[src/rtl/mem_stage_pkg.sv]
// Shared widths, funct3 codes, FSM states and access-size helpers for the memory stage.
package mem_stage_pkg;

    localparam int REG      = 32;
    localparam int REG_ADDR = 5;

    localparam logic [2:0] F3_LB  = 3'b000;
    localparam logic [2:0] F3_LH  = 3'b001;
    localparam logic [2:0] F3_LBU = 3'b100;
    localparam logic [2:0] F3_LHU = 3'b101;

    typedef enum logic [1:0] {
        ST_IDLE = 2'b00,
        ST_REQ  = 2'b01,
        ST_WAIT = 2'b10
    } mem_state_e;

    typedef enum logic [1:0] {
        SZ_BYTE,
        SZ_HALF,
        SZ_WORD
    } access_size_e;

    // Unused codes 011/110/111 fall through to word accesses.
    function automatic access_size_e access_size(input logic [2:0] funct3);
        case (funct3)
            F3_LB, F3_LBU: return SZ_BYTE;
            F3_LH, F3_LHU: return SZ_HALF;
            default:       return SZ_WORD;
        endcase
    endfunction

    function automatic logic is_misaligned(input logic [2:0] funct3, input logic [1:0] addr_lo);
        case (access_size(funct3))
            SZ_HALF: return addr_lo[0];
            SZ_WORD: return addr_lo != 2'b00;
            default: return 1'b0;
        endcase
    endfunction

endpackage

[src/rtl/mem_stage_lsu_align.sv]
// Byte-lane steering: store byte enables / replicated write data and load lane extraction.
module lsu_align
    import mem_stage_pkg::*;
(
    input  logic [1:0]     addr_lo,
    input  logic [2:0]     funct3,
    input  logic [REG-1:0] store_data,
    input  logic [REG-1:0] read_word,
    output logic [3:0]     be,
    output logic [REG-1:0] wdata,
    output logic [REG-1:0] load_data
);

    logic [7:0]  byte_lane;
    logic [15:0] half_lane;
    logic        sign_ext;

    always_comb begin
        // NOTE: every output gets a default first so no path through the case infers a latch.
        be        = 4'b1111;
        wdata     = store_data;
        load_data = read_word;
        byte_lane = read_word[{addr_lo, 3'b000} +: 8];
        half_lane = addr_lo[1] ? read_word[31:16] : read_word[15:0];
        sign_ext  = (funct3 == F3_LB) || (funct3 == F3_LH);

        case (access_size(funct3))
            SZ_BYTE: begin
                be        = 4'b0001 << addr_lo;
                wdata     = {4{store_data[7:0]}};
                load_data = {{24{sign_ext & byte_lane[7]}}, byte_lane};
            end
            SZ_HALF: begin
                be        = 4'b0011 << {addr_lo[1], 1'b0};
                wdata     = {2{store_data[15:0]}};
                load_data = {{16{sign_ext & half_lane[15]}}, half_lane};
            end
            default: ;
        endcase
    end

endmodule

[src/rtl/mem_stage.sv]
// Memory-access stage: req/gnt/rvalid data-bus master plus the MEM/WB pipeline register.
// Optional macro MEM_MISALIGN_TRAP_EN turns misaligned accesses into bus-free bubbles with a misalign_o pulse.
module mem_stage
    import mem_stage_pkg::*;
(
    input  logic                clk,
    input  logic                rst_n,
    input  logic                ex_mem_valid_i,
    input  logic                ex_mem_mem_r_ena_i,
    input  logic                ex_mem_mem_w_ena_i,
    input  logic [2:0]          ex_mem_funct3_i,
    input  logic [REG-1:0]      ex_mem_alu_result_i,
    input  logic [REG-1:0]      ex_mem_reg2_r_data_i,
    input  logic [REG_ADDR-1:0] ex_mem_reg_w_addr_i,
    input  logic                ex_mem_reg_w_ena_i,
    output logic                dbus_req_o,
    output logic                dbus_we_o,
    output logic [REG-1:0]      dbus_addr_o,
    output logic [3:0]          dbus_be_o,
    output logic [REG-1:0]      dbus_wdata_o,
    input  logic                dbus_gnt_i,
    input  logic                dbus_rvalid_i,
    input  logic [REG-1:0]      dbus_rdata_i,
    output logic                mem_hold_o,
    output logic [REG_ADDR-1:0] mem_wb_reg_w_addr_o,
    output logic [REG-1:0]      mem_wb_reg_w_data_o,
    output logic                mem_wb_reg_w_ena_o,
    output logic                misalign_o
);

    mem_state_e     state;
    logic [1:0]     addr_lo_q;
    logic [2:0]     funct3_q;
    logic           mem_op, trap, start, complete, load_done;
    logic [1:0]     sel_lo;
    logic [2:0]     sel_funct3;
    logic [3:0]     be_c;
    logic [REG-1:0] wdata_c, load_data_c;

    assign mem_op = ex_mem_valid_i & (ex_mem_mem_r_ena_i | ex_mem_mem_w_ena_i);

`ifdef MEM_MISALIGN_TRAP_EN
    assign trap = (state == ST_IDLE) & mem_op
                & is_misaligned(ex_mem_funct3_i, ex_mem_alu_result_i[1:0]);
`else
    assign trap = 1'b0;
`endif

    assign start      = (state == ST_IDLE) & mem_op & ~trap;
    assign load_done  = (state == ST_WAIT) & dbus_rvalid_i;
    assign complete   = ((state == ST_REQ) & dbus_gnt_i & dbus_we_o) | load_done;
    assign mem_hold_o = mem_op & ~complete & ~trap;

    // Incoming op steers the lanes while idle; the captured op owns them once on the bus.
    assign sel_lo     = (state == ST_IDLE) ? ex_mem_alu_result_i[1:0] : addr_lo_q;
    assign sel_funct3 = (state == ST_IDLE) ? ex_mem_funct3_i : funct3_q;

    lsu_align u_lsu_align (
        .addr_lo    (sel_lo),
        .funct3     (sel_funct3),
        .store_data (ex_mem_reg2_r_data_i),
        .read_word  (dbus_rdata_i),
        .be         (be_c),
        .wdata      (wdata_c),
        .load_data  (load_data_c)
    );

    always_ff @(posedge clk or negedge rst_n) begin
        if (!rst_n) begin
            state        <= ST_IDLE;
            dbus_req_o   <= 1'b0;
            dbus_we_o    <= 1'b0;
            dbus_addr_o  <= '0;
            dbus_be_o    <= '0;
            dbus_wdata_o <= '0;
            addr_lo_q    <= '0;
            funct3_q     <= '0;
        end else begin
            // NOTE: non-blocking assignments so every flop samples pre-edge values regardless of statement order.
            case (state)
                ST_IDLE: if (start) begin
                    state        <= ST_REQ;
                    dbus_req_o   <= 1'b1;
                    dbus_we_o    <= ex_mem_mem_w_ena_i & ~ex_mem_mem_r_ena_i;
                    dbus_addr_o  <= {ex_mem_alu_result_i[REG-1:2], 2'b00};
                    dbus_be_o    <= be_c;
                    dbus_wdata_o <= wdata_c;
                    addr_lo_q    <= ex_mem_alu_result_i[1:0];
                    funct3_q     <= ex_mem_funct3_i;
                end
                ST_REQ: if (dbus_gnt_i) begin
                    dbus_req_o <= 1'b0;
                    state      <= dbus_we_o ? ST_IDLE : ST_WAIT;
                end
                ST_WAIT: if (dbus_rvalid_i) state <= ST_IDLE;
                default: state <= ST_IDLE;
            endcase
        end
    end

    always_ff @(posedge clk or negedge rst_n) begin
        if (!rst_n) begin
            // NOTE: MEM/WB is reset because EX forwards from it before the first real write-back.
            mem_wb_reg_w_addr_o <= '0;
            mem_wb_reg_w_data_o <= '0;
            mem_wb_reg_w_ena_o  <= 1'b0;
        end else if (mem_hold_o || trap) begin
            mem_wb_reg_w_ena_o  <= 1'b0;
        end else begin
            mem_wb_reg_w_addr_o <= ex_mem_reg_w_addr_i;
            mem_wb_reg_w_ena_o  <= ex_mem_reg_w_ena_i & ex_mem_valid_i;
            mem_wb_reg_w_data_o <= load_done ? load_data_c : ex_mem_alu_result_i;
        end
    end

`ifdef MEM_MISALIGN_TRAP_EN
    always_ff @(posedge clk or negedge rst_n) begin
        if (!rst_n) misalign_o <= 1'b0;
        else        misalign_o <= trap;
    end
`else
    assign misalign_o = 1'b0;
`endif

endmodule

[config.mk]
export PLATFORM = sky130hd
export DESIGN_NAME = mem_stage
export DESIGN_NICKNAME = d
export VERILOG_FILES = /design/src/rtl/mem_stage_pkg.sv /design/src/rtl/mem_stage_lsu_align.sv /design/src/rtl/mem_stage.sv
export SDC_FILE = /design/constraint.sdc
export NUM_CORES = 1
export LEC_CHECK = 0
export BUFFER_PORTS_ARGS = -buffer_cell sky130_fd_sc_hd__buf_2
export CAP_MARGIN = 20
export CORE_UTILIZATION = 52
export CTS_BUF_LIST = sky130_fd_sc_hd__clkbuf_4 sky130_fd_sc_hd__clkbuf_8 sky130_fd_sc_hd__clkbuf_16
export DETAILED_ROUTE_END_ITERATION = 6
export HOLD_SLACK_MARGIN = 0.12
export PLACE_DENSITY = 0.85
export SYNTH_ARGS = -nofsm -noshare
export SYNTH_HDL_FRONTEND = slang
export SYNTH_SLANG_ARGS = --single-unit
export TNS_END_PERCENT = 10
[constraint.sdc]
create_clock -name clk -period 6.32 [get_ports clk]
set_input_delay 1.264 -clock clk [delete_from_list [all_inputs] [get_ports clk]]
set_output_delay 1.264 -clock clk [all_outputs]
set_load 0.02 [all_outputs]
==> impl_metrics.sql <==
INSERT INTO impl_metrics (metric_group, metric, value, unit) VALUES
('pwr', 'power.density_cell_area', '508', 'nW/µm²'),
('floorplanning', 'core', '9910', 'µm²'),
('cts', 'register_clock_pin_slew_on_the_reported_worst_setup_and_hold_paths', '0.05', 'ns'),
('cts', 'clock_tree_from_tritoncts', 'done', ''),
('synth', 'ys_top_cells_by_area', 'sky130_fd_sc_hd__dfrtp_1 (52%), sky130_fd_sc_hd__nand2_1 (16%), sky130_fd_sc_hd__mux2i_1 (4.3%), sky130_fd_sc_hd__a32oi_1 (3.7%), sky130_fd_sc_hd__a221oi_1 (2.4%)', ''),
('cts', 'max-clock-path-buffers', '2', ''),
('critical_path', 'critPathCaptureType', 'primary output', ''),
('synth', 'synth_largest_area_cell', 'sky130_fd_sc_hd__dfrtp_1', ''),
('global_routing', 'number_of_global_route_vias_before_repair', '5488', ''),
('placement', 'postPlaceCellArea', '6550', 'µm²'),
('drt', 'drt-total-wl', '16.9', 'mm'),
('cts', 'post_cts_hold_buffer_count', '0', ''),
('synth', 'synthesis.area', '5400', 'µm²'),
('cts', 'depth_of_the_cts_h_tree', '4', ''),
('cells_and_area', 'final_cell_area', '7180', 'µm²'),
('synth', 'synth_edf_count', '0', ''),
('drt', 'detail-route-antenna-nets', '0', ''),
('sta', 'worst-slew-pin-transition', '1.05', 'ns'),
('cts', 'clock_insertion_delay_worst_skew', '0.50', 'ns'),
('sta', 'hold_violations', '0', ''),
('synth', 'netlist-cell-type-count', '49', ''),
('cts', 'clock_sinks', '113', ''),
('placement', 'dp_cells', '901', ''),
('cts', 'post-cts-setup-buffer-count', '0', ''),
('synth', 'postSynthRegisterBits', '113', ''),
('cells_and_area', 'final_cell_mix', 'sky130_fd_sc_hd__nand2_1 (230), sky130_fd_sc_hd__buf_2 (217), sky130_fd_sc_hd__dfrtp_1 (113)', ''),
('drt', 'route.detailed.wl_per_inst', '18.1', 'µm'),
('global_routing', 'largest_net_degree_at_the_start_of_global_routing', '65', ''),
('global_routing', 'grt_use_met2', '54.6', '%'),
('critical_path', 'worstSetupStartpointType', 'primary input', ''),
('global_routing', 'grtUsageMet3', '8.40', '%'),
('sta', 'final_period_minus_worst_setup_slack', '4.47', 'ns'),
('cells_and_area', 'drive_gt1_share', '34.5', '%'),
('critical_path', 'worst_ep_arrival_time', '3.20', 'ns'),
('synth', 'dominantRegCellSynth', 'sky130_fd_sc_hd__dfrtp_1', ''),
('sta', 'layout_worst_path_cycle_share', '70.7', '%'),
('floorplanning', 'floorplan_die_area', '10800', 'µm²'),
('global_routing', 'globalRoute.busiestLayer', 'met2', ''),
('drt', 'via_per_inst', '5.83', ''),
('synth', 'asyncSetResetFlopFracSynth', '100', '%'),
('floorplanning', 'initial_core_util', '54.5', '%'),
('placement', 'detailed_placement_hpwl', '11.9', 'mm'),
('floorplanning', 'io_pins', '222', ''),
('sta', 'achievable-frequency', '0.224', 'GHz'),
('cells_and_area', 'area_delta_synth_final', '33.0', '%'),
('cells_and_area', 'layout.nets', '900', ''),
('floorplanning', 'placementRows', '36', ''),
('drt', 'drt_iter0_markers', '404', ''),
('critical_path', 'critical_path_required', '5.06', 'ns'),
('synth', 'synth_cells', '587', ''),
('synth', 'synth-warning-count', '0', ''),
('pwr', 'irDropWorstVdd', '268', 'µV'),
('floorplanning', 'floorplan.die.height', '104', 'µm'),
('sta', 'finClkSkew', '0.00870', 'ns'),
('sta', 'fin_setup_tns', '0', 'ns'),
('global_routing', 'global_route_usage_sum', '32.1', '%'),
('run', 'maxCapViolCount', '0', ''),
('synth', 'synthesis.area_per_instance', '9.20', 'µm²'),
('cts', 'cts.root.buffer_cell', 'sky130_fd_sc_hd__clkbuf_8', ''),
('sta', 'timing.final.setup_violations', '0', ''),
('global_routing', 'grt_use_met1', '38.1', '%'),
('drt', 'first_pass_iteration_count_of_the_detailed_router', '5', ''),
('sta', 'rsz0062_at_grt', 'false', ''),
('cts', 'cts.repair.resized', '0', ''),
('run_status', 'run_status', 'finished clean', ''),
('global_routing', 'grt_remaining_overflow', '0', ''),
('sta', 'slew_viol_final', '0', ''),
('floorplanning', 'dieWidth', '104', 'µm'),
('pwr', 'power.leakage', '3.69', 'nW'),
('critical_path', 'timing.setup.critical_path_class', 'primary input to primary output', ''),
('cts', 'tritoncts.num_buffers', '17', '');
==> critical path, stage by stage <==
cell and delay [ns]:
sky130_fd_sc_hd__buf_2 0.11, sky130_fd_sc_hd__o21ai_1 0.22, sky130_fd_sc_hd__a31oi_4 0.88, sky130_fd_sc_hd__nand2_1 0.40
sky130_fd_sc_hd__inv_1 0.16, sky130_fd_sc_hd__buf_2 0.18
==> worst paths after layout <==
check	start	to	slack, ns	cells past startpoint
max	ex_mem_valid_i	mem_hold_o	1.85	6
min	dbus_be_o[3]	dbus_be_o[3]	0.47	2
max reg2reg	state[0]	mem_wb_reg_w_data_o[12]	3.23	5
min reg2reg	dbus_be_o[3]	dbus_be_o[3]	0.47	2
max in group asynchronous	rst_n	dbus_we_o	4.26	2
min in group asynchronous	rst_n	mem_wb_reg_w_addr_o[2]	0.78	1
==> state kept, by name (all words and copies together) (netlist names) <==
register / count
funct3_q: 3
mem_wb_reg_w_data_o: 32
state: 2
dbus_be_o: 4
mem_wb_reg_w_addr_o: 5
dbus_addr_o: 30
dbus_wdata_o: 32
addr_lo_q: 2
mem_wb_reg_w_ena_o: 1
dbus_we_o: 1
dbus_req_o: 1
==> synth_stat cells (2+ instances only) <==
cell type	n
sky130_fd_sc_hd__buf_6	3
sky130_fd_sc_hd__o31ai_1	4
sky130_fd_sc_hd__a221oi_1	15
sky130_fd_sc_hd__buf_4	5
sky130_fd_sc_hd__a32oi_1	23
sky130_fd_sc_hd__dfrtp_1	113
sky130_fd_sc_hd__o21ai_0	17
sky130_fd_sc_hd__buf_1	3
sky130_fd_sc_hd__nand2b_1	2
sky130_fd_sc_hd__a31oi_1	16
sky130_fd_sc_hd__o21a_1	2
sky130_fd_sc_hd__a21o_1	8
sky130_fd_sc_hd__o221ai_1	7
sky130_fd_sc_hd__or2_2	2
sky130_fd_sc_hd__nor3b_1	3
sky130_fd_sc_hd__nand2_1	230
sky130_fd_sc_hd__inv_1	4
sky130_fd_sc_hd__nor2_1	24
sky130_fd_sc_hd__mux2_2	6
sky130_fd_sc_hd__clkbuf_1	27
sky130_fd_sc_hd__a31o_2	2
sky130_fd_sc_hd__a41oi_1	4
sky130_fd_sc_hd__mux2i_1	23
sky130_fd_sc_hd__o22ai_1	2
sky130_fd_sc_hd__buf_2	6
sky130_fd_sc_hd__or4_1	2
sky130_fd_sc_hd__a22oi_1	12
==> area by class of cell <==
| cell class | count | area [µm²] | area share (%) |
|---|---|---|---|
| inverters | 5 | 18.8 | 0.261 |
| well taps | 133 | 166 | 2.32 |
| multi-input cells | 427 | 2400 | 33.4 |
| repair buffers | 224 | 1170 | 16.3 |
| flip-flops and latches | 113 | 2830 | 39.4 |
| clock buffers | 22 | 470 | 6.55 |
| clock inverters | 10 | 133 | 1.85 |
==> logic make-up after synthesis <==
| family | synth area share [%] |
|---|---|
| compound gates | 17.6 |
| simple gates | 20.2 |
| other cells | 0.0694 |
| mux | 5.51 |
| flops | 52.4 |
| buf+inv | 4.31 |
==> routing by layer <==
metal,up-vias,wire [µm]
met3,56,1440
met4,0,608
met2,320,8330
met5,-,0
met1,2616,6500
li1,2456,-
==> power breakdown <==
group | leakage [nW] | switching (mW) | internal, mW | total (mW)
Clock | 0.294 | 0.320 | 0.637 | 0.957
Sequential | 1.36 | 0.182 | 1.01 | 1.19
Combinational | 2.04 | 0.990 | 0.508 | 1.50
Total | 3.69 | 1.49 | 2.15 | 3.65
==> metrics by stage <==
stage	util (%)	setup slack (ns)	total power [mW]	hold slack, ns
after floorplan	-	2.91	2.14	0.446
after global placement	65.9	1.94	2.61	0.451
after detailed placement	66.1	1.85	2.67	0.455
after CTS	72.2	1.85	3.64	0.467
after global routing	72.5	1.66	3.85	0.496
final	72.5	1.85	3.65	0.466
Note: power is estimated with default switching activity, not from simulation.
